`src/rtl/rec_fn_pkg.sv`:
```
// Shared constants, raw-float bundle and fclass helper for
// single-precision recoded-float (recFN) handling.
package rec_fn_pkg;

    localparam int EXP_W        = 8;
    localparam int SIG_W        = 24;
    localparam int REC_W        = EXP_W + SIG_W + 1;
    localparam int MIN_NORM_EXP = 130;
    localparam int EXP_BIAS_ADJ = 129;

    localparam logic [2:0] CODE_ZERO = 3'b000;
    localparam logic [2:0] CODE_INF  = 3'b110;
    localparam logic [2:0] CODE_NAN  = 3'b111;

    localparam int CLS_NEG_INF  = 0;
    localparam int CLS_NEG_NORM = 1;
    localparam int CLS_NEG_SUB  = 2;
    localparam int CLS_NEG_ZERO = 3;
    localparam int CLS_POS_ZERO = 4;
    localparam int CLS_POS_SUB  = 5;
    localparam int CLS_POS_NORM = 6;
    localparam int CLS_POS_INF  = 7;
    localparam int CLS_SNAN     = 8;
    localparam int CLS_QNAN     = 9;

    typedef struct packed {
        logic               isNaN;
        logic               isInf;
        logic               isZero;
        logic               sign;
        logic [EXP_W+1:0]   sExp;
        logic [SIG_W+2:0]   sig;
    } raw_float_t;

    // sig[24] is the top fraction bit, which splits quiet from signalling NaN
    function automatic logic [9:0] fclass_mask(input raw_float_t r,
                                               input logic is_sub);
        logic [9:0] m;
        m = '0;
        unique case (1'b1)
            r.isNaN:  m[r.sig[24] ? CLS_QNAN : CLS_SNAN] = 1'b1;
            r.isInf:  m[r.sign ? CLS_NEG_INF : CLS_POS_INF] = 1'b1;
            r.isZero: m[r.sign ? CLS_NEG_ZERO : CLS_POS_ZERO] = 1'b1;
            is_sub:   m[r.sign ? CLS_NEG_SUB : CLS_POS_SUB] = 1'b1;
            default:  m[r.sign ? CLS_NEG_NORM : CLS_POS_NORM] = 1'b1;
        endcase
        return m;
    endfunction

endpackage

```
`src/rtl/rec_fn_unpack_pipe_decode.sv`:
```
// Combinational recFN decode: raw fields, subnormal flag and the
// saturated right-shift distance used to denormalise the fraction.
import rec_fn_pkg::*;

module rec_fn_decode (
    input  logic [REC_W-1:0] i_rec,
    output raw_float_t       o_raw,
    output logic             o_is_sub,
    output logic [4:0]       o_shift
);

    logic             w_sign;
    logic [EXP_W:0]   w_exp;
    logic [SIG_W-2:0] w_fract;
    logic [2:0]       w_code;
    logic             w_zero;
    logic             w_inf;
    logic             w_nan;
    logic [EXP_W:0]   w_dist;

    assign w_sign  = i_rec[REC_W-1];
    assign w_exp   = i_rec[REC_W-2:SIG_W-1];
    assign w_fract = i_rec[SIG_W-2:0];
    assign w_code  = w_exp[EXP_W:EXP_W-2];

    assign w_zero = (w_code == CODE_ZERO);
    assign w_inf  = (w_code == CODE_INF);
    assign w_nan  = (w_code == CODE_NAN);

    assign o_raw.isNaN  = w_nan;
    assign o_raw.isInf  = w_inf;
    assign o_raw.isZero = w_zero;
    assign o_raw.sign   = w_sign;
    assign o_raw.sExp   = {1'b0, w_exp};
    assign o_raw.sig    = {1'b0, !w_zero, w_fract, 2'b00};

    assign o_is_sub = !(w_zero | w_inf | w_nan)
                    && (w_exp < 9'(MIN_NORM_EXP));
    assign w_dist   = 9'(MIN_NORM_EXP) - w_exp;

    // Exponents down to 64 are encodable, so clamp rather than wrap
    assign o_shift = !o_is_sub          ? 5'd0
                   : (w_dist >= 9'd24)  ? 5'd24
                   : w_dist[4:0];

endmodule

```
`src/rtl/rec_fn_unpack_pipe.sv`:
```
// Two-stage recFN unpack pipeline: decode in stage 1, IEEE pack and
// fclass in stage 2, with a valid/ready handshake on both sides.
import rec_fn_pkg::*;

module rec_fn_unpack_pipe (
    input  logic             clock,
    input  logic             reset,
    input  logic             io_in_valid,
    output logic             io_in_ready,
    input  logic [REC_W-1:0] io_in_rec,
    output logic             io_out_valid,
    input  logic             io_out_ready,
    output logic             io_out_isNaN,
    output logic             io_out_isInf,
    output logic             io_out_isZero,
    output logic             io_out_sign,
    output logic [9:0]       io_out_sExp,
    output logic [26:0]      io_out_sig,
    output logic [31:0]      io_out_ieee,
    output logic [9:0]       io_out_class
);

    raw_float_t  w_dec_raw;
    logic        w_dec_sub;
    logic [4:0]  w_dec_shift;

    logic        r_s1_valid;
    raw_float_t  r_s1_raw;
    logic        r_s1_sub;
    logic [4:0]  r_s1_shift;

    logic        r_s2_valid;
    raw_float_t  r_s2_raw;
    logic [31:0] r_s2_ieee;
    logic [9:0]  r_s2_class;

    logic        w_s2_load;
    logic        w_in_fire;
    logic [22:0] w_fract;
    logic [22:0] w_sub_frac;
    logic [7:0]  w_norm_exp;
    logic [31:0] w_ieee;

    rec_fn_decode u_decode (
        .i_rec    (io_in_rec),
        .o_raw    (w_dec_raw),
        .o_is_sub (w_dec_sub),
        .o_shift  (w_dec_shift)
    );

    assign w_s2_load   = !r_s2_valid | io_out_ready;
    assign io_in_ready = !r_s1_valid | w_s2_load;
    assign w_in_fire   = io_in_valid & io_in_ready;

    always_ff @(posedge clock or negedge reset) begin
        if (!reset) begin
            r_s1_valid <= 1'b0;
            r_s1_raw   <= '0;
            r_s1_sub   <= 1'b0;
            r_s1_shift <= '0;
        end else begin
            if (io_in_ready)
                r_s1_valid <= w_in_fire;
            if (w_in_fire) begin
                r_s1_raw   <= w_dec_raw;
                r_s1_sub   <= w_dec_sub;
                r_s1_shift <= w_dec_shift;
            end
        end
    end

    assign w_fract    = r_s1_raw.sig[24:2];
    assign w_sub_frac = 23'({1'b1, w_fract} >> r_s1_shift);
    assign w_norm_exp = 8'(r_s1_raw.sExp - 10'(EXP_BIAS_ADJ));

    always_comb begin
        w_ieee = {r_s1_raw.sign, 31'b0};
        unique case (1'b1)
            r_s1_raw.isZero: w_ieee = {r_s1_raw.sign, 31'b0};
            r_s1_raw.isInf:  w_ieee = {r_s1_raw.sign, 8'hFF, 23'b0};
            r_s1_raw.isNaN:  w_ieee = {r_s1_raw.sign, 8'hFF, w_fract};
            r_s1_sub:        w_ieee = {r_s1_raw.sign, 8'h00, w_sub_frac};
            default:         w_ieee = {r_s1_raw.sign, w_norm_exp, w_fract};
        endcase
    end

    always_ff @(posedge clock or negedge reset) begin
        if (!reset) begin
            r_s2_valid <= 1'b0;
            r_s2_raw   <= '0;
            r_s2_ieee  <= '0;
            r_s2_class <= '0;
        end else if (w_s2_load) begin
            r_s2_valid <= r_s1_valid;
            if (r_s1_valid) begin
                r_s2_raw   <= r_s1_raw;
                r_s2_ieee  <= w_ieee;
                r_s2_class <= fclass_mask(r_s1_raw, r_s1_sub);
            end
        end
    end

    assign io_out_valid  = r_s2_valid;
    assign io_out_isNaN  = r_s2_raw.isNaN;
    assign io_out_isInf  = r_s2_raw.isInf;
    assign io_out_isZero = r_s2_raw.isZero;
    assign io_out_sign   = r_s2_raw.sign;
    assign io_out_sExp   = r_s2_raw.sExp;
    assign io_out_sig    = r_s2_raw.sig;
    assign io_out_ieee   = r_s2_ieee;
    assign io_out_class  = r_s2_class;

endmodule

```
`config.mk`:
```
export PLATFORM = sky130hd
export DESIGN_NAME = rec_fn_unpack_pipe
export DESIGN_NICKNAME = d
export VERILOG_FILES = /design/src/rtl/rec_fn_pkg.sv /design/src/rtl/rec_fn_unpack_pipe_decode.sv /design/src/rtl/rec_fn_unpack_pipe.sv
export SDC_FILE = /design/constraint.sdc
export NUM_CORES = 1
export LEC_CHECK = 0
export BUFFER_PORTS_ARGS = -buffer_cell sky130_fd_sc_hd__buf_2
export CORE_MARGIN = 8
export CORE_UTILIZATION = 51
export CTS_CLUSTER_DIAMETER = 150
export CTS_CLUSTER_SIZE = 12
export DETAILED_ROUTE_END_ITERATION = 8
export MAX_ROUTING_LAYER = met4
export PLACE_DENSITY = 0.73
export SYNTH_ARGS = -nofsm -noshare
export SYNTH_HDL_FRONTEND = slang
export SYNTH_SLANG_ARGS = --single-unit
```
`constraint.sdc`:
```
create_clock -name clock -period 2.05 [get_ports clock]
set_input_delay 0.205 -clock clock [delete_from_list [all_inputs] [get_ports clock]]
set_output_delay 0.205 -clock clock [all_outputs]
set_load 0.02 [all_outputs]
```
-- Word level (Yosys, flattened, before mapping)
Cells that the tools add are included.
- bits of input ports: 37
- register bits after elaboration: 124
- logic and storage cells: 71
- output and inout bits: 85
- mux-type cells: 19
- eq/ne operators: 2
- order comparisons: 12
- add/subtract/negate cells: 2
- shifts and indexed selects: 1
- reductions and logical operators: 12
- bitwise operators: 5
- operators with widths (cell ; number):
    one-hot mux 31 bit (4 select lines) ; 1
    one-hot mux 10 bit (4 select lines) ; 1
    right shift 24 x 5 -> 23 bit ; 1
    demux 1 bit (select 4 bit) ; 5
    less-than comparator 3 x 5 -> 1 bit, second input constant ; 4
    >= comparator 3 x 1 -> 1 bit, second input constant ; 4
    2-to-1 mux 3 bit ; 4
    2-to-1 mux 5 bit ; 2
    >= comparator 9 x 5 -> 1 bit, second input constant ; 1
    less-than comparator 9 x 8 -> 1 bit, second input constant ; 1
    subtractor 8 x 9 -> 9 bit, first input constant ; 1
    subtractor 8 bit, second input constant ; 1
    == test 3 bit, second input constant ; 2
    logical AND 1 bit ; 6
    2-to-1 mux 1 bit ; 6
    less-than comparator 4 x 5 -> 1 bit, second input constant ; 1
    >= comparator 4 x 1 -> 1 bit, second input constant ; 1
    zero test 1 bit ; 4
    OR 1 bit ; 4
    zero test 3 bit ; 1
    AND reduction 2 bit ; 1
    bitwise AND 1 bit ; 1

-- Depth between registers and ports, before layout
- depth after elaboration: 6
- gate-level depth with buffers: 8
- mapped depth without buffers: 7

-- Modules after synthesis
A second synthesis with hierarchy kept.
- cell total of the unflattened synthesis: 668
- area total of the unflattened synthesis: 6900.4 sq um
- by module, submodules not included (module ; cells an instance ; area an instance (sq um) ; times used ; seq. area each (sq um)):
    rec_fn_unpack_pipe ; 583 ; 6274.8 ; 1 ; 3278.1
    rec_fn_decode ; 85 ; 625.6 ; 1 ; 0.0

-- Worst setup path after synthesis
OpenSTA, ideal clock, no wires.
- path kind: flip-flop to flip-flop
- from: reg r_s1_shift[0]
- to: reg r_s2_ieee[5], in the netlist io_out_ieee[5]
- required time: 1.914 ns
- library setup time: 0.136 ns
- arrival time: 1.797 ns
- cell stages (with the launch flop): 7
- setup slack: 0.117 ns
- buffers on the path: 2
- period minus slack after synthesis: 1.933 ns
- cells stage by stage: dfrtp_1 > buf_6 > buf_12 > mux4_1 > mux4_2 > o2111ai_1 > o211ai_1
- word-level cells in the longest chain between the ends: 2
- ends and longest elaborated chain (item ; RTL line ; RTL):
    start: declaration ; rec_fn_unpack_pipe.sv:30 ; logic [4:0] r_s1_shift;
    start signal: assignment ; rec_fn_unpack_pipe.sv:67 ; r_s1_shift <= w_dec_shift;
    right shift 24 x 5 -> 23 bit ; rec_fn_unpack_pipe.sv:73 ; assign w_sub_frac = 23'({1'b1, w_fract} >> r_s1_shift);
    one-hot mux 31 bit (4 select lines) ; rec_fn_unpack_pipe.sv:78 ; unique case (1'b1)
    end signal: assignment ; rec_fn_unpack_pipe.sv:97 ; r_s2_ieee <= w_ieee;
    end: declaration ; rec_fn_unpack_pipe.sv:34 ; logic [31:0] r_s2_ieee;
No other way between the ends.
A chain may end at the register's enable or synchronous reset.

-- Final worst setup path
- from: reg r_s1_shift[0]
- to: reg r_s2_ieee[4], in the netlist io_out_ieee[4]
Same word-level chain as after synthesis.

==> impl_metrics.json <==
{
  "status": "finished, violations left",
  "violations": "setup timing",
  "largest_net_degree_at_the_start_of_global_routing": 49,
  "drt_drc_violations_left": 0,
  "crit_path_start": "r_s1_shift[0]",
  "timing.critical_path.required_ns": 2.34,
  "grt.overflow.total": 0,
  "cts_tree": "built",
  "pwr_density_cell_nw_per_um2": 1070,
  "largest_clock_skew_in_the_final_design_ns": 0.00804,
  "final-instance-count-excl-fill": 966,
  "clk-insertion-delay-late_ns": 0.42,
  "cp-endpoint": "io_out_ieee[4]",
  "max-slew-margin-rel_pct": 60.4,
  "routed_wl_um": 19800,
  "timing.final.ws_setup_ns": -0.00964,
  "ys.warnings.count": 0,
  "cellLeakagePower_nw": 3.89,
  "area.growth.synth_to_final_pct": 26.9,
  "drtIter0Drc": 495,
  "max-clock-path-buffers": 2,
  "floorplan.die_area_sq_um": 16500,
  "layout.cells.most_common": "sky130_fd_sc_hd__nand2_1",
  "vertical_extent_of_the_die_um": 128,
  "grt_pass1_wl_um": 31400,
  "slew_violations": 0,
  "core_sq_um": 12500,
  "synth_seq_cells": 123,
  "r2r-start": "r_s1_shift[0]",
  "syn-cell-area_sq_um": 6440,
  "antenna_left": 0,
  "numCtsBuffers": 17,
  "async_reset_ff_share_pct": 100,
  "maxClockFrequency_mhz": 486,
  "groute.usage.overall_pct": 25.5,
  "dp_hpwl_um": 14700,
  "i_o_pin_count": 122,
  "start_util_pct": 51.7,
  "finalNetCount": 821,
  "grt_setup_unrepaired": "yes",
  "fill_cells": 1020,
  "setup.worst_path.end_class": "flip-flop",
  "rrSetupSlack_ns": -0.01,
  "post-synth-top-area-cell": "sky130_fd_sc_hd__dfrtp_1",
  "clk_pin_slew_ns": 0.05,
  "setup.worst_path.start_class": "flip-flop",
  "worst_r2r_path_depth": 6,
  "commonest_cells_after_routing_fill_and_taps_aside": "sky130_fd_sc_hd__nand2_1 (168), sky130_fd_sc_hd__dfrtp_1 (122), sky130_fd_sc_hd__buf_2 (116)",
  "critical_path_arrival_ns": 2.35,
  "synth_top_area_share_pct": 47.8,
  "fin_crit_sh_pct": 100,
  "largest_stage_delay_worst_path_ns": 0.53,
  "netlist_instances": 634,
  "synthFlopType": "sky130_fd_sc_hd__dfrtp_1",
  "cell_row_count": 41,
  "layout-drive-gt1-share_pct": 35.6,
  "cts.root.buffer_cell": "sky130_fd_sc_hd__clkbuf_16",
  "grt_antenna_before_repair": 0,
  "worst_slew_pin_slew_ns": 0.594,
  "place_congestion": 0.938,
  "finalWorstPathRequiredPeriod_ns": 2.06,
  "grt_pass1_vias": 5685,
  "synth_cell_type_count": 56,
  "cells_along_the_critical_path": "buf_6, mux4_2, a222oi_1, nor2_1, o2111ai_1, o211ai_1",
  "timing_worst_setup_path_type": "flip-flop to flip-flop",
  "synth_sequential_area_ratio_pct": 47.8,
  "synth_area_leaders": "sky130_fd_sc_hd__dfrtp_1 (48%), sky130_fd_sc_hd__nand2_1 (9.9%), sky130_fd_sc_hd__mux2_2 (8.2%), sky130_fd_sc_hd__mux4_2 (5.9%), sky130_fd_sc_hd__mux4_1 (2.0%)",
  "cpMaxStageDelayCell": "sky130_fd_sc_hd__mux4_2",
  "first_pass_iters": 5,
  "routed-via-count": 5556,
  "power_mw": 8.71,
  "finalHoldViolations": 0,
  "setup-violations-final": 2,
  "antenna_cells": 0,
  "detail_route.wl_per_cell_um": 20.5,
  "average_vias_per_placed_instance": 5.75,
  "power.ir.vdd_worst_v": 0.000705,
  "placed_cells_incl_taps": 925,
  "synth_area_per_cell_sq_um": 10.2,
  "ctsHtreeMaxLevel": 4,
  "hp-class": "input port to flip-flop",
  "io_port_bufs": 117,
  "r2r_end": "io_out_ieee[4]",
  "synth_edf_count": 0,
  "timing.critical_path.fanout_max": 6,
  "tritoncts_num_sinks": 123,
  "max_cap_violations": 0,
  "die_w_um": 128
}
[Yosys cell counts, types with 4 or more instances]
cell                        number
sky130_fd_sc_hd__nor2_1         34
sky130_fd_sc_hd__mux2i_1        13
sky130_fd_sc_hd__a2bb2oi_1       7
sky130_fd_sc_hd__o221ai_1        6
sky130_fd_sc_hd__mux2_2         47
sky130_fd_sc_hd__nand4_1         5
sky130_fd_sc_hd__o22a_1          9
sky130_fd_sc_hd__inv_1           5
sky130_fd_sc_hd__nand2b_1        5
sky130_fd_sc_hd__o211ai_1       13
sky130_fd_sc_hd__xor2_1          4
sky130_fd_sc_hd__a31oi_1         4
sky130_fd_sc_hd__mux4_1          5
sky130_fd_sc_hd__buf_4           5
sky130_fd_sc_hd__nand3b_1        6
sky130_fd_sc_hd__o21ai_0        18
sky130_fd_sc_hd__xnor2_1         4
sky130_fd_sc_hd__nand3_1        13
sky130_fd_sc_hd__o31ai_1         4
sky130_fd_sc_hd__clkbuf_1       29
sky130_fd_sc_hd__buf_1           8
sky130_fd_sc_hd__mux4_2         17
sky130_fd_sc_hd__nor3_1          5
sky130_fd_sc_hd__a21oi_1        17
sky130_fd_sc_hd__dfrtp_1       123
sky130_fd_sc_hd__a211oi_1        4
sky130_fd_sc_hd__buf_2           9
sky130_fd_sc_hd__nand2_1       170
[critical path: cells and delay by family, from the launching register on]
kind / cells / cell delay, ns
DFF: 1 / 0.40
buffers and inverters: 1 / 0.15
and+or+nand+nor: 1 / 0.08
AOI/OAI and AO/OA: 3 / 0.78
muxes: 1 / 0.53
[worst min path at each step]
stage                             start               to  slack, ns  cells after the start
after global routing      io_in_rec[11]     r_s1_raw[13]      0.004                      2
after detailed placement          reset   io_out_sExp[3]       0.22                      1
final                      io_in_rec[0]      r_s1_raw[2]       0.01                      2
after CTS                 io_in_rec[21]     r_s1_raw[23]      0.003                      2
after floorplan                   reset  io_out_class[0]      -0.09                      0
after global placement            reset  io_out_ieee[25]       0.20                      1
[cells by family after synthesis]
group           synth area share, %
mux                            18.2
xor+xnor                       1.09
buf+inv                        4.27
flops                          47.8
compound gates                 11.4
simple gates                   16.6
fa+ha+maj                     0.582
other cells                  0.0582
[layer usage]
metal,vias up,wire length (um),GRT usage (%),part of all wire (%)
li1,2531,-,-,-
met3,22,1480,6.12,7.5
met2,234,9360,38.1,47
met1,2769,8750,34.2,44
met4,0,195,6.99,0.99
met5,-,0,-,0
[state kept, by name (all words and copies together) (netlist names)]
signal	flops
io_out_class	10
io_out_ieee	31
io_out_isInf	1
io_out_isNaN	1
io_out_isZero	1
io_out_sExp	9
io_out_sig	24
io_out_sign	1
io_out_valid	1
r_s1_raw	37
r_s1_shift	5
r_s1_sub	1
r_s1_valid	1
[through the flow]
step	hold slack, ns	setup TNS (ns)	utilization [%]	cell area [sq um]	setup WS [ns]
2_1_floorplan	-0.0906	0	-	6460	0.117
6_report	0.0147	-0.0140	65.6	8180	-0.00964
3_3_place_gp	0.201	-0.256	59.7	7440	-0.256
5_1_grt	0.00367	-0.290	65.6	8180	-0.0998
3_5_place_dp	0.218	-0.303	59.7	7440	-0.209
4_1_cts	0.00306	0	65.0	8110	0.00900
[report_power, final]
group          switching, mW  internal (mW)
Sequential             0.379           2.88
Clock                   1.08           2.06
Combinational           1.40          0.917
Total                   2.86           5.86
[repair_timing]
action | 4_1_cts | 5_1_grt
pin swaps | 1 | 4
gates cloned | 0 | 0
endpoints found under the hold margin | 36 | 2
setup endpoints to repair | 3 | 8
resized for setup | 5 | 7
hold buffers | 1 | 2
buffers inserted | 2 | 4
[area by class of cell]
| cell class | count | area [sq um] | area share, % |
|---|---|---|---|
| multi-input combinational | 455 | 3130 | 38.3 |
| sequential | 123 | 3080 | 37.7 |
| timing repair buffer | 178 | 1110 | 13.6 |
| clock buffer | 21 | 450 | 5.51 |
| tap | 172 | 215 | 2.63 |
| clock inverter | 11 | 168 | 2.05 |
| inverter | 6 | 22.5 | 0.275 |
(Power assumes the default switching activity.)
